[src/rtl/spi_regfile_periph.sv]
// spi_regfile_periph
//   SPI mode-0 target that exposes a small register file. A frame is a R/W bit
//   (1 = write), then the address MSB-first, then the data MSB-first. Writes
//   commit once the full frame has been shifted in. Reads return the addressed
//   register on CIPO during the data phase.
//
// Ports
//   clk        system clock (at least 8x SCLK)
//   rst_n      asynchronous active-low reset
//   SCLK/COPI/nCS  SPI pins, asynchronous to clk
//   CIPO       serial read data, MSB first, 0 while cipo_oe is low
//   cipo_oe    CIPO drive enable, high from read capture until nCS rises
//   regs_flat  register contents, register i at [i*DATA_W +: DATA_W]
//   wr_strobe  one-cycle pulse when a register write commits
//   wr_addr    address of the committed write
//   frame_err  one-cycle pulse at nCS rise when the frame length was wrong
module spi_regfile_periph #(
  parameter int SYNC_FLOPS = 2,
  parameter int ADDR_W     = 7,
  parameter int DATA_W     = 8,
  parameter int NUM_REGS   = 8
) (
  input  logic                         clk,
  input  logic                         rst_n,
  input  logic                         SCLK,
  input  logic                         COPI,
  input  logic                         nCS,
  output logic                         CIPO,
  output logic                         cipo_oe,
  output logic [NUM_REGS*DATA_W-1:0]   regs_flat,
  output logic                         wr_strobe,
  output logic [ADDR_W-1:0]            wr_addr,
  output logic                         frame_err
);

  localparam int FRAME_LEN = 1 + ADDR_W + DATA_W;
  localparam int CNT_W     = $clog2(FRAME_LEN + 2);

  localparam logic [CNT_W-1:0] CNT_ADDR_END = CNT_W'(ADDR_W);        // count before last address sample
  localparam logic [CNT_W-1:0] CNT_DATA_END = CNT_W'(FRAME_LEN - 1); // count before last data sample
  localparam logic [CNT_W-1:0] CNT_FULL     = CNT_W'(FRAME_LEN);
  localparam logic [CNT_W-1:0] CNT_SAT      = CNT_W'(FRAME_LEN + 1);

  localparam logic [2:0] IDLE = 3'd0;
  localparam logic [2:0] CMD  = 3'd1;
  localparam logic [2:0] ADDR = 3'd2;
  localparam logic [2:0] DATA = 3'd3;
  localparam logic [2:0] DONE = 3'd4;

  function automatic logic addr_valid(input logic [ADDR_W-1:0] a);
    return (32'(a) < 32'(NUM_REGS));
  endfunction

  logic [SYNC_FLOPS-1:0]        sclk_sync_r, copi_sync_r, ncs_sync_r;
  logic                         sclk_d_r, ncs_d_r;
  logic                         sclk_s, copi_s, ncs_s;
  logic                         sclk_rise_s, sclk_fall_s, ncs_rise_s, ncs_fall_s;
  logic                         sample_s, capture_s, commit_s;
  logic [2:0]                   state_r;
  logic [CNT_W-1:0]             cnt_r;
  logic [FRAME_LEN-1:0]         rx_r, rx_next_s;
  logic                         commit_pend_r;
  logic [ADDR_W-1:0]            commit_addr_r;
  logic [DATA_W-1:0]            commit_data_r;
  logic [NUM_REGS*DATA_W-1:0]   regs_r;
  logic [DATA_W-1:0]            rd_data_s;
  logic [DATA_W-1:0]            tx_r, tx_next_s;
  logic                         oe_r, oe_next_s, skip_r, skip_next_s;
  logic                         cipo_r, wr_strobe_r, frame_err_r;
  logic [ADDR_W-1:0]            wr_addr_r;

  assign sclk_s = sclk_sync_r[SYNC_FLOPS-1];
  assign copi_s = copi_sync_r[SYNC_FLOPS-1];
  assign ncs_s  = ncs_sync_r[SYNC_FLOPS-1];

  assign sclk_rise_s = ~sclk_d_r &  sclk_s;
  assign sclk_fall_s =  sclk_d_r & ~sclk_s;
  assign ncs_rise_s  = ~ncs_d_r  &  ncs_s;
  assign ncs_fall_s  =  ncs_d_r  & ~ncs_s;

  // Bits are only accepted inside a frame that started with a seen nCS fall.
  assign sample_s  = sclk_rise_s & ~ncs_s & ~ncs_fall_s & (state_r != IDLE);
  assign rx_next_s = {rx_r[FRAME_LEN-2:0], copi_s};
  // On the last address sample the R/W bit sits just above the address.
  assign capture_s = sample_s & (state_r == ADDR) & (cnt_r == CNT_ADDR_END) & ~rx_next_s[ADDR_W];
  assign commit_s  = sample_s & (state_r == DATA) & (cnt_r == CNT_DATA_END) & rx_next_s[FRAME_LEN-1]
                   & addr_valid(rx_next_s[FRAME_LEN-2 -: ADDR_W]);

  assign CIPO      = cipo_r;
  assign cipo_oe   = oe_r;
  assign regs_flat = regs_r;
  assign wr_strobe = wr_strobe_r;
  assign wr_addr   = wr_addr_r;
  assign frame_err = frame_err_r;

  // Input synchronizers plus one delay stage for edge detection.
  always_ff @(posedge clk or negedge rst_n) begin
    if (!rst_n) begin
      sclk_sync_r <= '0;
      copi_sync_r <= '0;
      ncs_sync_r  <= '0;
      sclk_d_r    <= 1'b0;
      ncs_d_r     <= 1'b0;
    end else begin
      sclk_sync_r <= {sclk_sync_r[SYNC_FLOPS-2:0], SCLK};
      copi_sync_r <= {copi_sync_r[SYNC_FLOPS-2:0], COPI};
      ncs_sync_r  <= {ncs_sync_r[SYNC_FLOPS-2:0], nCS};
      sclk_d_r    <= sclk_s;
      ncs_d_r     <= ncs_s;
    end
  end

  // Frame FSM, saturating bit counter and receive shifter.
  always_ff @(posedge clk or negedge rst_n) begin
    if (!rst_n) begin
      state_r <= IDLE;
      cnt_r   <= '0;
      rx_r    <= '0;
    end else if (ncs_fall_s) begin
      state_r <= CMD;
      cnt_r   <= '0;
      rx_r    <= '0;
    end else if (ncs_rise_s) begin
      state_r <= IDLE;
      cnt_r   <= '0;
      rx_r    <= '0;
    end else if (sample_s) begin
      cnt_r <= (cnt_r == CNT_SAT) ? cnt_r : cnt_r + CNT_W'(1);
      // Bits past the end of the frame are dropped.
      rx_r  <= (cnt_r < CNT_FULL) ? rx_next_s : rx_r;
      case (state_r)
        CMD:     state_r <= ADDR;
        ADDR:    state_r <= (cnt_r == CNT_ADDR_END) ? DATA : ADDR;
        DATA:    state_r <= (cnt_r == CNT_DATA_END) ? DONE : DATA;
        default: state_r <= state_r;
      endcase
    end
  end

  // Write commit one clk after the final data sample; register file.
  always_ff @(posedge clk or negedge rst_n) begin
    if (!rst_n) begin
      commit_pend_r <= 1'b0;
      commit_addr_r <= '0;
      commit_data_r <= '0;
      regs_r        <= '0;
      wr_strobe_r   <= 1'b0;
      wr_addr_r     <= '0;
    end else begin
      commit_pend_r <= commit_s;
      if (commit_s) begin
        commit_addr_r <= rx_next_s[FRAME_LEN-2 -: ADDR_W];
        commit_data_r <= rx_next_s[DATA_W-1:0];
      end
      wr_strobe_r <= commit_pend_r;
      if (commit_pend_r) begin
        wr_addr_r <= commit_addr_r;
      end
      for (int i = 0; i < NUM_REGS; i++) begin
        if (commit_pend_r && (commit_addr_r == ADDR_W'(i))) begin
          regs_r[i*DATA_W +: DATA_W] <= commit_data_r;
        end
      end
    end
  end

  // Read mux; an out-of-range address matches nothing and yields zero.
  always_comb begin
    rd_data_s = '0;
    for (int i = 0; i < NUM_REGS; i++) begin
      rd_data_s = rd_data_s | ((rx_next_s[ADDR_W-1:0] == ADDR_W'(i)) ? regs_r[i*DATA_W +: DATA_W] : '0);
    end
  end

  // Transmit path. The MSB is driven at capture; the SCLK fall that closes the
  // last address bit is skipped so the host samples the MSB on the first data
  // rising edge, and every later fall advances one bit.
  always_comb begin
    tx_next_s   = tx_r;
    oe_next_s   = oe_r;
    skip_next_s = skip_r;
    if (ncs_rise_s || ncs_fall_s) begin
      tx_next_s   = '0;
      oe_next_s   = 1'b0;
      skip_next_s = 1'b0;
    end else if (capture_s) begin
      tx_next_s   = rd_data_s;
      oe_next_s   = 1'b1;
      skip_next_s = 1'b1;
    end else if (sclk_fall_s && oe_r) begin
      if (skip_r) begin
        skip_next_s = 1'b0;
      end else begin
        tx_next_s = tx_r << 1;
      end
    end else begin
      tx_next_s = tx_r;
    end
  end

  // Transmit registers and registered CIPO/cipo_oe.
  always_ff @(posedge clk or negedge rst_n) begin
    if (!rst_n) begin
      tx_r   <= '0;
      oe_r   <= 1'b0;
      skip_r <= 1'b0;
      cipo_r <= 1'b0;
    end else begin
      tx_r   <= tx_next_s;
      oe_r   <= oe_next_s;
      skip_r <= skip_next_s;
      cipo_r <= oe_next_s & tx_next_s[DATA_W-1];
    end
  end

  // Length check at the end of any frame that was actually started.
  always_ff @(posedge clk or negedge rst_n) begin
    if (!rst_n) begin
      frame_err_r <= 1'b0;
    end else begin
      frame_err_r <= ncs_rise_s & (state_r != IDLE) & (cnt_r != CNT_FULL);
    end
  end

endmodule

[config.mk]
export PLATFORM = sky130hd
export DESIGN_NAME = spi_regfile_periph
export DESIGN_NICKNAME = d
export VERILOG_FILES = /design/src/rtl/spi_regfile_periph.sv
export SDC_FILE = /design/constraint.sdc
export NUM_CORES = 1
export LEC_CHECK = 0
export ABC_AREA = 1
export CELL_PAD_IN_SITES_DETAIL_PLACEMENT = 0
export CELL_PAD_IN_SITES_GLOBAL_PLACEMENT = 1
export CORE_ASPECT_RATIO = 1.4
export CORE_MARGIN = 2
export CORE_UTILIZATION = 38
export CTS_CLUSTER_DIAMETER = 40
export DETAILED_ROUTE_END_ITERATION = 7
export PLACE_DENSITY_LB_ADDON = 0.2
export SYNTH_ARGS = -nofsm -noshare
export SYNTH_HDL_FRONTEND = slang
export SYNTH_SLANG_ARGS = --single-unit
[constraint.sdc]
create_clock -name clk -period 1.8 [get_ports clk]
set_clock_uncertainty 0.1 [all_clocks]
set_input_delay 0.18 -clock clk [delete_from_list [all_inputs] [get_ports clk]]
set_output_delay 0.18 -clock clk [all_outputs]
set_load 0.01 [all_outputs]
[After elaboration in Yosys (flattened, before gate mapping)]
Index checks and enable logic that the tools add are counted.
Storage, ports and cells
  word-level logic and storage cells: 135
  flip-flop bits (word level): 131
  input port bits: 5
  output and inout port bits: 75
Cells by class
  equality and inequality tests: 23
  $lt $le $gt $ge: 2
  reductions and logical operators: 21
  mux-type cells: 31
  add/sub/neg operators: 1
  bitwise logic cells: 30
Operators by type and width (number)
  $mux W8: 12
  $mux W15: 4
  $eq A7 B3 Y1 const B: 8
  $or A8 B8 Y8: 7
  $eq A7 B2 Y1 const B: 4
  $mux W5: 4
  $and A1 B1 Y1: 17
  $eq A7 B1 Y1 const B: 2
  $logic_not A7 Y1: 2
  $mux W3: 4
  $reduce_bool A3 Y1: 4
  $logic_and A1 B1 Y1: 9
  $pmux W3 S3: 1
  $reduce_and A2 Y1: 4
  $lt A7 B4 Y1 const B: 1
  $eq A3 B2 Y1 const B: 2
  $mux W1: 6
  $not A1 Y1: 6
  $add A5 B1 Y5 const B: 1
  $eq A5 B3 Y1 const B: 1
  $eq A5 B4 Y1 const B: 1
  $eq A5 B5 Y1 const B: 1
  $lt A5 B5 Y1 const B: 1
  $ne A5 B5 Y1 const B: 1
  5 further kinds: 5

[Longest topological paths before layout]
  depth in word-level cells: 12
  gate-level depth with buffers: 11
  depth with buffers taken out: 10

[Least setup slack after synthesis]
OpenSTA, ideal clock, no wires.
  path kind: flip-flop to flip-flop
  from: register ncs_sync_r[1]
  to: register cipo_r, in the netlist CIPO
  setup time: 0.126 ns
  arrival time: 1.479 ns
  stages on the path, launching flop included: 10
  setup slack: 0.095 ns
  data required time: 1.574 ns
  clock period less this slack: 1.705 ns
  path buffers: 1
  cells stage by stage: dfrtp_1 inv_1 ha_1 nor2_2 nand3_2 nor2_4 nand3_2 buf_6 o211ai_1 a21oi_2
Between the ends
  word-level cells in the longest chain between the ends: 11
  elaborated cells between the ends (all ways): 16
  classes of those cells: 4 x mux; 11 x bitwise; 1 x reduce/logical
Ends and longest elaborated chain
  start: declaration: line 54  | logic [SYNC_FLOPS-1:0] sclk_sync_r, copi_sync_r, ncs_sync_r;
  start signal: assignment: line 107  | ncs_sync_r <= {ncs_sync_r[SYNC_FLOPS-2:0], nCS};
  $not A1 Y1: line 79, 82
  $and A1 B1 Y1: line 79  | assign ncs_fall_s = ncs_d_r & ~ncs_s;
  $not A1 Y1: line 82  | assign sample_s = sclk_rise_s & ~ncs_s & ~ncs_fall_s & (state_r != IDLE);
  $and A1 B1 Y1 (2 in a row): line 82
  $and A1 B1 Y1 (3 in a row): line 85  | assign capture_s = sample_s & (state_r == ADDR) & (cnt_r == CNT_ADDR_END) & ~rx_next_s[ADDR_W];
  $mux W1 / $mux W8 (equally long branches): line 186  | end else if (capture_s) begin
  $mux W1 / $mux W8 (equally long branches): line 182  | if (ncs_rise_s || ncs_fall_s) begin
  $and A1 B1 Y1 *: line 212  | cipo_r <= oe_next_s & tx_next_s[DATA_W-1];
  end signal: assignment: line 212
  end: declaration: line 69  | logic cipo_r, wr_strobe_r, frame_err_r;
Every way passes the cells marked *; elsewhere a longest branch is shown, timed or not.
A chain may end at the register's enable or synchronous reset.

[Worst setup path in the final report]
  from: register ncs_d_r
  to: register commit_data_r[7]
Between the ends
  word-level cells in the longest chain between the ends: 8
Ends and longest elaborated chain
  start: declaration: line 55  | logic sclk_d_r, ncs_d_r;
  start signal: assignment: line 109  | ncs_d_r <= ncs_s;
  $and A1 B1 Y1: line 79
  $not A1 Y1: line 82
  $and A1 B1 Y1 (2 in a row): line 82
  $and A1 B1 Y1 (3 in a row): line 86  | assign commit_s = sample_s & (state_r == DATA) & (cnt_r == CNT_DATA_END) & rx_next_s[FRAME_LEN-1]
  $and A1 B1 Y1: line 87  | & addr_valid(rx_next_s[FRAME_LEN-2 -: ADDR_W]);
  end signal: assignment: line 153  | commit_data_r <= rx_next_s[DATA_W-1:0];
  end: declaration: line 64  | logic [DATA_W-1:0] commit_data_r;
No other way between the ends.

==> out/metrics.cfg <==
[logic_synthesis]
synthDistinctLibCells = 30
synth_top_cell_area_share_pct = 55.84
syn_avg_cell_area_um2 = 9.018
syn_nets = 662
post-synth-top-count-cell = nand2_1
yosys-top-cells-count = nand2_1 (150), dfrtp_1 (131), nand3_1 (93)
synth-seq-cells = 131
synth-async-reset-ratio_pct = 100.0
synth_ff_type = dfrtp_1
ys_seq_area_share_pct = 55.84
synth_edf_count = 0
synth_top_area_cell = dfrtp_1
yosys_warnings = 0
synthTopCellsByArea = dfrtp_1 (56%), nand2_1 (9.6%), nand3_1 (7.9%)
synthCells = 651
syn-cell-area_mm2 = 0.005871

[detailed_routing]
met2_length_um = 8236
m1WireLength_um = 6703
dr.pass1.iters = 5
drt_iter0_drc = 295
ant_nets = 0
vias = 4890
wirelength_um = 15810
viasPerCell = 5.031
drt_drc_violations_left = 0
wl_per_cell_um = 16.26
highest_layer = met4
wl_met3_um = 599

[sta]
finalHoldViolCount = 0
rsz0062_at_grt = true
maxSlewHeadroom_pct = 73.36
finalCritPeriodShare_pct = 98.62
fin_crit_ps = 1775
fin_tns_setup_ps = 0
worst_slew_pin_slew_ps = 398.7
setup_slack_ps = 24.79
maxSlewViolCount = 0
fmax_ghz = 0.5633
setup_viol = 0

[layout]
area_delta_synth_final_pct = 33.14
nFillCells = 1429
finalNetCount = 778
drive_gt1_share_pct = 17.44
final_core_util_pct = 51.92
num_antenna_cells = 0

[clock_network]
cts_max_level = 4
clockBufferDepth = 2
clock-sinks = 131
cts_tree = done
clock-root-buffer = clkbuf_16
cts_buffers = 17
insertion_delay_ps = 420
clkTransAtPathRegs_ps = 60

[power]
p_leak_nw = 3.455
p_per_area_mw_per_mm2 = 902.2
p_total_mw = 7.052
peakVddDrop_mv = 0.5085

[worst_setup_path]
cp_max_fo = 11
cp-startpoint = ncs_d_r$_DFF_PN0_
critical_path.slowest_cell = dfrtp_1
crit_type = register to register
endpoint_kind = register
path_common_cell = nor2_4
arrival_ps = 1960
startpoint_type = register
cp_num_buf_inv = 2
worst-path-stages = 9
ff2ff_path_depth = 9
path_cells = ha_4 -> nor2_4 -> nand3_2 -> nor2_4 -> buf_4 -> nand3_4 -> clkbuf_16 -> nand2_1 -> o21ai_0
r2r-start = ncs_d_r$_DFF_PN0_
cp.required_ps = 1980
path_delay_family = simple AND/OR/NAND/NOR gates
cp_slowest_stage_delay_ps = 410

[placed_design]
dp_worst_setup_slack_ps = 5.934
place_congestion = 0.8285
dpl.hpwl_um = 11170
portBuffers = 79

[global_route]
grt_max_degree = 54
grt_usage_pct = 19.94
grt_pass1_wl_um = 25140
grt_antenna_before_repair = 0
grt_pass1_vias = 4713
overflow = 0

[die]
start_util_pct = 39.00
die_w_um = 109.0
num_rows = 53
die_y_um = 151.1
ios = 80
dieArea_mm2 = 0.01647
core_mm2 = 0.01505

[min_path]
worstHoldPathType = primary input to asynchronous set/reset pin

[job]
drv_cap = 0

[status]
outcome = complete, no violations

[kinds of logic (layout without fill, tap and decap cells)]
group / Yosys count / in the layout / share of synthesized area (%)
AOI/OAI and AO/OA: 124 / 124 / 11.45
adders and majority gates: 6 / 6 / 1.279
and+or+nand+nor: 311 / 315 / 24.68
buffers and inverters: 79 / 204 / 6.756
DFF: 131 / 131 / 55.84
[cell usage in the layout, fill, tap and decap left out, types with 5 or more instances in the layout]
master / n
nand2_1: 143
dfrtp_1: 131
nand3_1: 89
clkdlybuf4s50_1: 78
o21ai_1: 53
o21ai_0: 47
inv_1: 44
nor2_1: 30
buf_4: 26
clkbuf_16: 18
nor2_4: 12
nand2_2: 11
inv_2: 10
nor2_2: 8
nand4_1: 7
a21oi_1: 7
buf_12: 7
nand3_2: 6
o21ai_2: 6
clkinvlp_4: 5
clkinv_2: 5
[state kept, by name, indices dropped and copies added (netlist names), 2 cells and up]
| name | cells |
|---|---|
| commit_addr_r | 7 |
| state_r | 3 |
| ncs_sync_r | 2 |
| rx_r | 15 |
| regs_flat | 64 |
| tx_r | 8 |
| commit_data_r | 8 |
| wr_addr | 7 |
| copi_sync_r | 2 |
| sclk_sync_r | 2 |
| cnt_r | 5 |
[metal layers]
layer | up-vias | global-route usage (%)
met4 | 0 | 6.731
met3 | 19 | 3.270
met5 | - | 0
met2 | 110 | 34.50
li1 | 2407 | -
met1 | 2354 | 25.10
[cell type report]
class	count	area, um2	area share [%]
clock buffers	19	442.9	5.667
clock inverters	13	111.4	1.425
inverters	56	216.5	2.769
multi-input cells	445	2349	30.05
flip-flops and latches	131	3278	41.94
well taps	192	240.2	3.073
repair buffers	116	1179	15.08
[per-stage QoR]
step / instances / hold slack (ps) / instance area, um2
after floorplan: 651 / -215.6 / 5871
after global placement: 930 / -8.621 / 7033
after detailed placement: 930 / -7.985 / 7033
after CTS: 963 / 93.00 / 7605
after global routing: 972 / 99.53 / 7816
final: 972 / 97.99 / 7816
[worst paths after layout]
path	slack (ps)	endpoint
setup / recovery	20	commit_data_r[7]$_DFFE_PN0P_
hold / removal	100	regs_flat[33]$_DFFE_PN0P_
setup reg to reg	20	commit_data_r[7]$_DFFE_PN0P_
hold reg to reg	250	ncs_sync_r[1]$_DFF_PN0_
max in group asynchronous	930	cipo_oe$_DFF_PN0_
min in group clk	100	copi_sync_r[0]$_DFF_PN0_
[power by group]
part	internal [mW]	total [mW]	leakage [nW]	switching (mW)
Sequential	3.02	3.10	1.80	0.0717
Combinational	0.258	0.725	1.39	0.467
Clock	1.93	3.23	0.265	1.30
Total	5.21	7.05	3.46	1.84
[repair_timing]
action,CTS,global route
pin swaps,1,11
buffers inserted,0,4
gates resized for setup,1,46
hold buffers,1,0
endpoints found under the setup margin,3,73
endpoints found under the hold margin,131,0
gates cloned,0,6
Note: power is estimated with default switching activity, not from simulation.
==> patch 1, RTL diff (same settings) <==
Change the parameter `DATA_W` from 8 to 4.
--- a/src/rtl/spi_regfile_periph.sv
+++ b/src/rtl/spi_regfile_periph.sv
@@ -18,5 +18,5 @@
   parameter int SYNC_FLOPS = 2,
   parameter int ADDR_W     = 7,
-  parameter int DATA_W     = 8,
+  parameter int DATA_W     = 4,
   parameter int NUM_REGS   = 8
 ) (
Ports: changed (resized regs_flat); port bits go from 80 to 48. No check against the original RTL was run, so the function may have changed too.
==> patch 1 against the original RTL <==
Setup slack gained 0.050 ns. Hold slack better by 0.088 ns. Synthesized cell count down 33%. Cell area shrank 35%. Combinational power is 33% lower. Via count is 36% lower. Sequential cell count fell by 45. Critical path type unchanged. Wire length fell by 38%. Synthesized area decreased by 34%. Sequential power down 33%. Critical endpoint is now cnt_r[3]. Die area decreased by 33%. Total power fell by 33%.
==> patch 1: results (changes against the original RTL) <==
metric,value,unit,change
status,"finished, final reports clean",,unchanged
HP Class,in -> reg,,was in -> async
Leakage,0.002287,µW,was 0.003455 µW
number of global-route vias before repair,3093,,"was 4,713"
1st-iter DRT viols,196,,was 295
global-route wire length before repair,15.65,mm,was 25.14 mm
share of synthesized registers carrying an async set or reset,1.000,,unchanged
max incr delay on CP,0.39,ns,was 0.41 ns
sequential share of power,0.441,,was 0.439
GP Congestion,0.8320,,was 0.8285
pin count of the biggest net entering global routing,42,,was 54
port bufs,47,,was 79
Worst R2R Setup Slack,0.08,ns,was 0.02 ns
Worst-Margin Slew,0.5684,ns,was 0.3987 ns
final wirelength,9.748,mm,was 15.81 mm
via/cell ratio,4.914,,was 5.031
Synth area leaders,"dfrtp_1 55%, nand2_1 9.2%, nand3_1 6.7%, o21ai_0 6.4%, inv_1 3.8%",,"was dfrtp_1 56%, nand2_1 9.6%, nand3_1 7.9%, o21ai_0 5.1%, o21ai_1 3.5%"
met3 wire len,354,µm,was 599 µm
max reg flops,32,,was 64
Worst Path Arrival,1.85,ns,was 1.96 ns
Reg-to-Reg End,cnt_r[3],,was commit_data_r[7]
share of layout cells above drive strength 1,0.1680,,was 0.1744
"Seq/Total Area, Yosys",0.5518,,was 0.5584
fin nets,511,,was 778
CTS Buf Count,9,,was 17
crit path max fanout,8,,was 11
reg2reg start,ncs_sync_r[1],,was ncs_d_r
worst vdd rail ir drop,527.2,µV,was 508.5 µV
Synth top cells by count,"96 x nand2_1, 86 x dfrtp_1, 52 x nand3_1",,"was 150 x nand2_1, 131 x dfrtp_1, 93 x nand3_1"
DP Area,0.004574,mm²,was 0.007033 mm²
"Distinct cells, synth",34,,was 30
Clock Latency Late Sink,0.33,ns,was 0.42 ns
Synthesized Nets,445,,was 662
H-tree levels,3,,was 4
All-Layer GR Usage,0.1897,,was 0.1994
drt first pass iters,4,,was 5
Internal,3564,µW,was 5208 µW
WL met2,5.061,mm,was 8.236 mm
met1 wire length,4.192,mm,was 6.703 mm
[patch 1: cell types whose count changed in the layout (fill, tap and decap cells not counted), moves of 13 or more]
cell / unedited run / this run
nand3_1: 89 / 52
dfrtp_1: 131 / 86
buf_4: 26 / 13
clkdlybuf4s50_1: 78 / 46
o21ai_1: 53 / 8
nand2_1: 143 / 91
[patch 1: power by group through the flow]
stage | clock [µW] | sequential, µW | combinational [µW]
3_3_place_gp | 0 | 2110 | 438
2_1_floorplan | 0 | 2100 | 295
6_report | 2150 | 2080 | 483
4_1_cts | 2190 | 2080 | 456
3_5_place_dp | 0 | 2110 | 440
5_1_grt | 2280 | 2090 | 550
[patch 1: kinds of logic (layout without fill, tap and decap cells)]
logic type                 after synthesis  count (layout)  synth area share
xor gates and xnor gates                 1               1          0.002246
DFF                                     86              86            0.5518
AOI/OAI and AO/OA                       74              74            0.1100
buffers and inverters                   53             122           0.06031
and+or+nand+nor                        216             218            0.2595
adders and majority gates                5               5           0.01604
[patch 1: stage by stage]
| stage | worst slack, ns | hold slack [ns] | util | std cells | power [µW] |
|---|---|---|---|---|---|
| global placement | 0.08589 | 0.1120 | 0.4596 | 619 | 2548 |
| CTS | 0.008641 | 0.1741 | 0.4982 | 637 | 4725 |
| floorplan | 0.1969 | -0.2156 | - | 435 | 2391 |
| global route | -0.04771 | 0.1707 | 0.5066 | 641 | 4918 |
| detailed placement | 0.02035 | 0.1158 | 0.4596 | 619 | 2553 |
| finish | 0.07509 | 0.1855 | 0.5066 | 641 | 4707 |
[patch 1: layout make-up]
type / count / area, µm²
Multi-Input combinational cell: 298 / 1600
Fill cell: 937 / 4911
Timing Repair Buffer: 62 / 608.1
Tap cell: 135 / 168.9
Sequential cell: 86 / 2152
Clock buffer: 10 / 239.0
Clock inverter: 6 / 108.9
Inverter: 44 / 165.2
[patch 1: per-layer routing]
layer / GRT usage / vias to the layer above
met5: 0 / -
met4: 0.08116 / 0
met3: 0.03048 / 8
met2: 0.3143 / 61
met1: 0.2422 / 1522
li1: - / 1559
[patch 1: worst max-delay path by stage]
stage                      from           end  cells after the start
4_1_cts           ncs_sync_r[1]      cnt_r[3]                      9
6_report          ncs_sync_r[1]      cnt_r[3]                      9
2_1_floorplan     ncs_sync_r[1]      cnt_r[3]                      9
3_5_place_dp      ncs_sync_r[1]      cnt_r[3]                      9
5_1_grt        commit_addr_r[4]  regs_flat[7]                      6
3_3_place_gp      ncs_sync_r[1]      cnt_r[3]                      9
[patch 1: what timing repair did]
action | in CTS | in global routing
gates resized for setup | 3 | 18
cloned | 0 | 2
endpoints found under the hold margin | 37 | 0
setup buffers | 1 | 2
setup endpoints to repair | 1 | 53
hold buffers | 1 | 0
pin swaps | 2 | 5
==> patch 2, RTL diff (config.mk and constraints unchanged) <==
Without the edit above. Make the reset (`rst_n`) synchronous in 5 clocked blocks. Comments in the files are not updated.
--- a/src/rtl/spi_regfile_periph.sv
+++ b/src/rtl/spi_regfile_periph.sv
@@ -95,5 +95,5 @@
 
   // Input synchronizers plus one delay stage for edge detection.
-  always_ff @(posedge clk or negedge rst_n) begin
+  always_ff @(posedge clk) begin
     if (!rst_n) begin
       sclk_sync_r <= '0;
@@ -112,5 +112,5 @@
 
   // Frame FSM, saturating bit counter and receive shifter.
-  always_ff @(posedge clk or negedge rst_n) begin
+  always_ff @(posedge clk) begin
     if (!rst_n) begin
       state_r <= IDLE;
@@ -139,5 +139,5 @@
 
   // Write commit one clk after the final data sample; register file.
-  always_ff @(posedge clk or negedge rst_n) begin
+  always_ff @(posedge clk) begin
     if (!rst_n) begin
       commit_pend_r <= 1'b0;
@@ -200,5 +200,5 @@
 
   // Transmit registers and registered CIPO/cipo_oe.
-  always_ff @(posedge clk or negedge rst_n) begin
+  always_ff @(posedge clk) begin
     if (!rst_n) begin
       tx_r   <= '0;
@@ -215,5 +215,5 @@
 
   // Length check at the end of any frame that was actually started.
-  always_ff @(posedge clk or negedge rst_n) begin
+  always_ff @(posedge clk) begin
     if (!rst_n) begin
       frame_err_r <= 1'b0;
Behaviour: differs if rst_n is asserted again (counterexample within 10 cycles, from zero or initial values and one cycle with rst_n low); with rst_n held inactive, the same outputs for 10 cycles.
==> patch 2 against the original RTL <==
The run now ends with setup timing left. Cell count rose by 9.1%. Synthesized area fell by 7.9%. Count of clock-buffer cells in the layout fell by 2. Cell area shrank 3.3%. Wire length increased by 6.4%. Setup slack worse by 0.053 ns. Sequential cell count did not move. Critical path type unchanged. Largest cell class unchanged. Highest routed layer unchanged.
Power is not compared: it rests on default switching activity, and its combinational part moved more than twofold at a synthesized area within 25%.
==> patch 2: results (changes against the original RTL) <==
metric,value,unit,change
crit path max fanout,7,,was 11
Placed Instances,1009,,was 930
WL/cell,15.86,µm,was 16.26 µm
violated checks,setup timing,,
dpl ws,-0.1054,ns,was 0.005934 ns
All-Layer GR Usage,0.2176,,was 0.1994
GP Congestion,0.8245,,was 0.8285
Max transition margin,0.6052,,was 0.7336
share of layout cells above drive strength 1,0.1440,,was 0.1744
Root Driver,clkbuf_16,,unchanged
final wirelength,16.81,mm,was 15.81 mm
share of synthesized registers carrying an async set or reset,0,,was 1.000
CTS Buf Count,17,,unchanged
antenna cell count,0,,unchanged
"Seq/Total Area, Yosys",0.4853,,was 0.5584
setup ws final,-0.02808,ns,was 0.02479 ns
number of global-route vias before repair,4904,,"was 4,713"
global-route wire length before repair,25.98,mm,was 25.14 mm
Synth area leaders,"dfxtp_1 49%, nor2_1 10%, o21ai_0 9.5%, inv_1 6.2%, a21oi_1 5.9%",,"was dfrtp_1 56%, nand2_1 9.6%, nand3_1 7.9%, o21ai_0 5.1%, o21ai_1 3.5%"
gr ovfl total,0,,unchanged
drt first pass iters,5,,unchanged
status,"complete, but fails checks",,"was finished, final reports clean"
DP Area,0.006540,mm²,was 0.007033 mm²
1st-iter DRT viols,183,,was 295
via count,5301,,"was 4,890"
fill cell count,1366,,"was 1,429"
Synthesized Nets,752,,was 662
Worst Path Arrival,2.08,ns,was 1.96 ns
HP Class,in -> reg,,was in -> async
final setup vio count,10,,was 0
fin nets,873,,was 778
dpl hpwl,11.89,mm,was 11.17 mm
"Distinct cells, synth",24,,was 30
Synth top cells by count,"151 x nor2_1, 131 x dfxtp_1, 103 x o21ai_0",,"was 150 x nand2_1, 131 x dfrtp_1, 93 x nand3_1"
Post-Syn Area per Cell,7.293,µm²,was 9.018 µm²
patch 2: cell types whose count changed in the layout (fill, tap and decap cells not counted), sizes merged, moves of 36 or more:
cell,delta
inv,+37
nor2,+104
nand2,-77
dfrtp,-131
nand3,-36
dfxtp,+131
a21oi,+53
patch 2: through the flow:
| step | hold slack (ns) | total power (µW) | TNS (ns) | utilization |
|---|---|---|---|---|
| detailed placement | 0.3086 | 3143 | -0.9638 | 0.4701 |
| CTS | 0.02353 | 7117 | 0 | 0.5205 |
| floorplan | 0.1776 | 3087 | 0 | - |
| global placement | 0.3133 | 3139 | -0.1664 | 0.4701 |
| finish | 0.02931 | 7083 | -0.1495 | 0.5431 |
| global route | 0.04465 | 7291 | -2.480 | 0.5431 |
patch 2: worst max-delay path, stage by stage (launching register included):
cell       delay, ns
dfxtp_4         0.36
ha_4            0.15
nand2_4         0.06
nor2_4          0.11
ha_2            0.19
nand3_2         0.08
nor2_1          0.13
nand2_1         0.10
inv_2           0.13
clkbuf_16       0.17
o21ai_2         0.05
a21oi_1         0.12
patch 2: area by class of cell:
| cell class | count | area share |
|---|---|---|
| timing repair buffer | 126 | 0.1562 |
| clock buffer | 17 | 0.05631 |
| sequential | 131 | 0.3480 |
| multi-input combinational | 496 | 0.3307 |
| clock inverter | 15 | 0.03345 |
| inverter | 90 | 0.04472 |
| tap | 185 | 0.03064 |
patch 2: kinds of logic (layout without fill, tap and decap cells):
family                     after synthesis  in the layout  synth area share
and+or+nand+nor                        304            306            0.2380
buffers and inverters                  116            248           0.08451
AOI/OAI and AO/OA                      184            184            0.1783
DFF                                    131            131            0.4853
adders and majority gates                6              6           0.01389
patch 2: metal layers:
layer / wire (µm) / part of all wire / GRT usage
met1: 6933 / 0.41 / 0.2562
met2: 8684 / 0.52 / 0.3815
met3: 677 / 0.040 / 0.03774
met4: 515 / 0.031 / 0.09867
met5: 0 / 0 / 0
patch 2: what timing repair did:
item                                    4_1_cts  5_1_grt
endpoints found under the setup margin       19       65
pin swaps                                     0       14
setup buffers                                 1       15
gates resized for setup                       6       61
cloned                                        0        3
hold endpoints to repair                      0        0
patch 2: final timing paths:
path	from	endpoint	slack, ns	depth (start not counted)
min	rst_n	ncs_d_r	0.03	3
max reg2reg	cnt_r[1]	commit_data_r[6]	-0.03	11
max	cnt_r[1]	commit_data_r[6]	-0.03	11
min reg2reg	sclk_sync_r[0]	sclk_sync_r[1]	0.32	2
patch 2: power by group through the flow:
stage / Clock, µW / Combinational (µW) / Sequential, µW
CTS: 4040 / 161 / 2920
detailed placement: 0 / 160 / 2980
floorplan: 0 / 106 / 2980
finish: 3990 / 177 / 2920
global route: 4170 / 198 / 2920
global placement: 0 / 157 / 2980
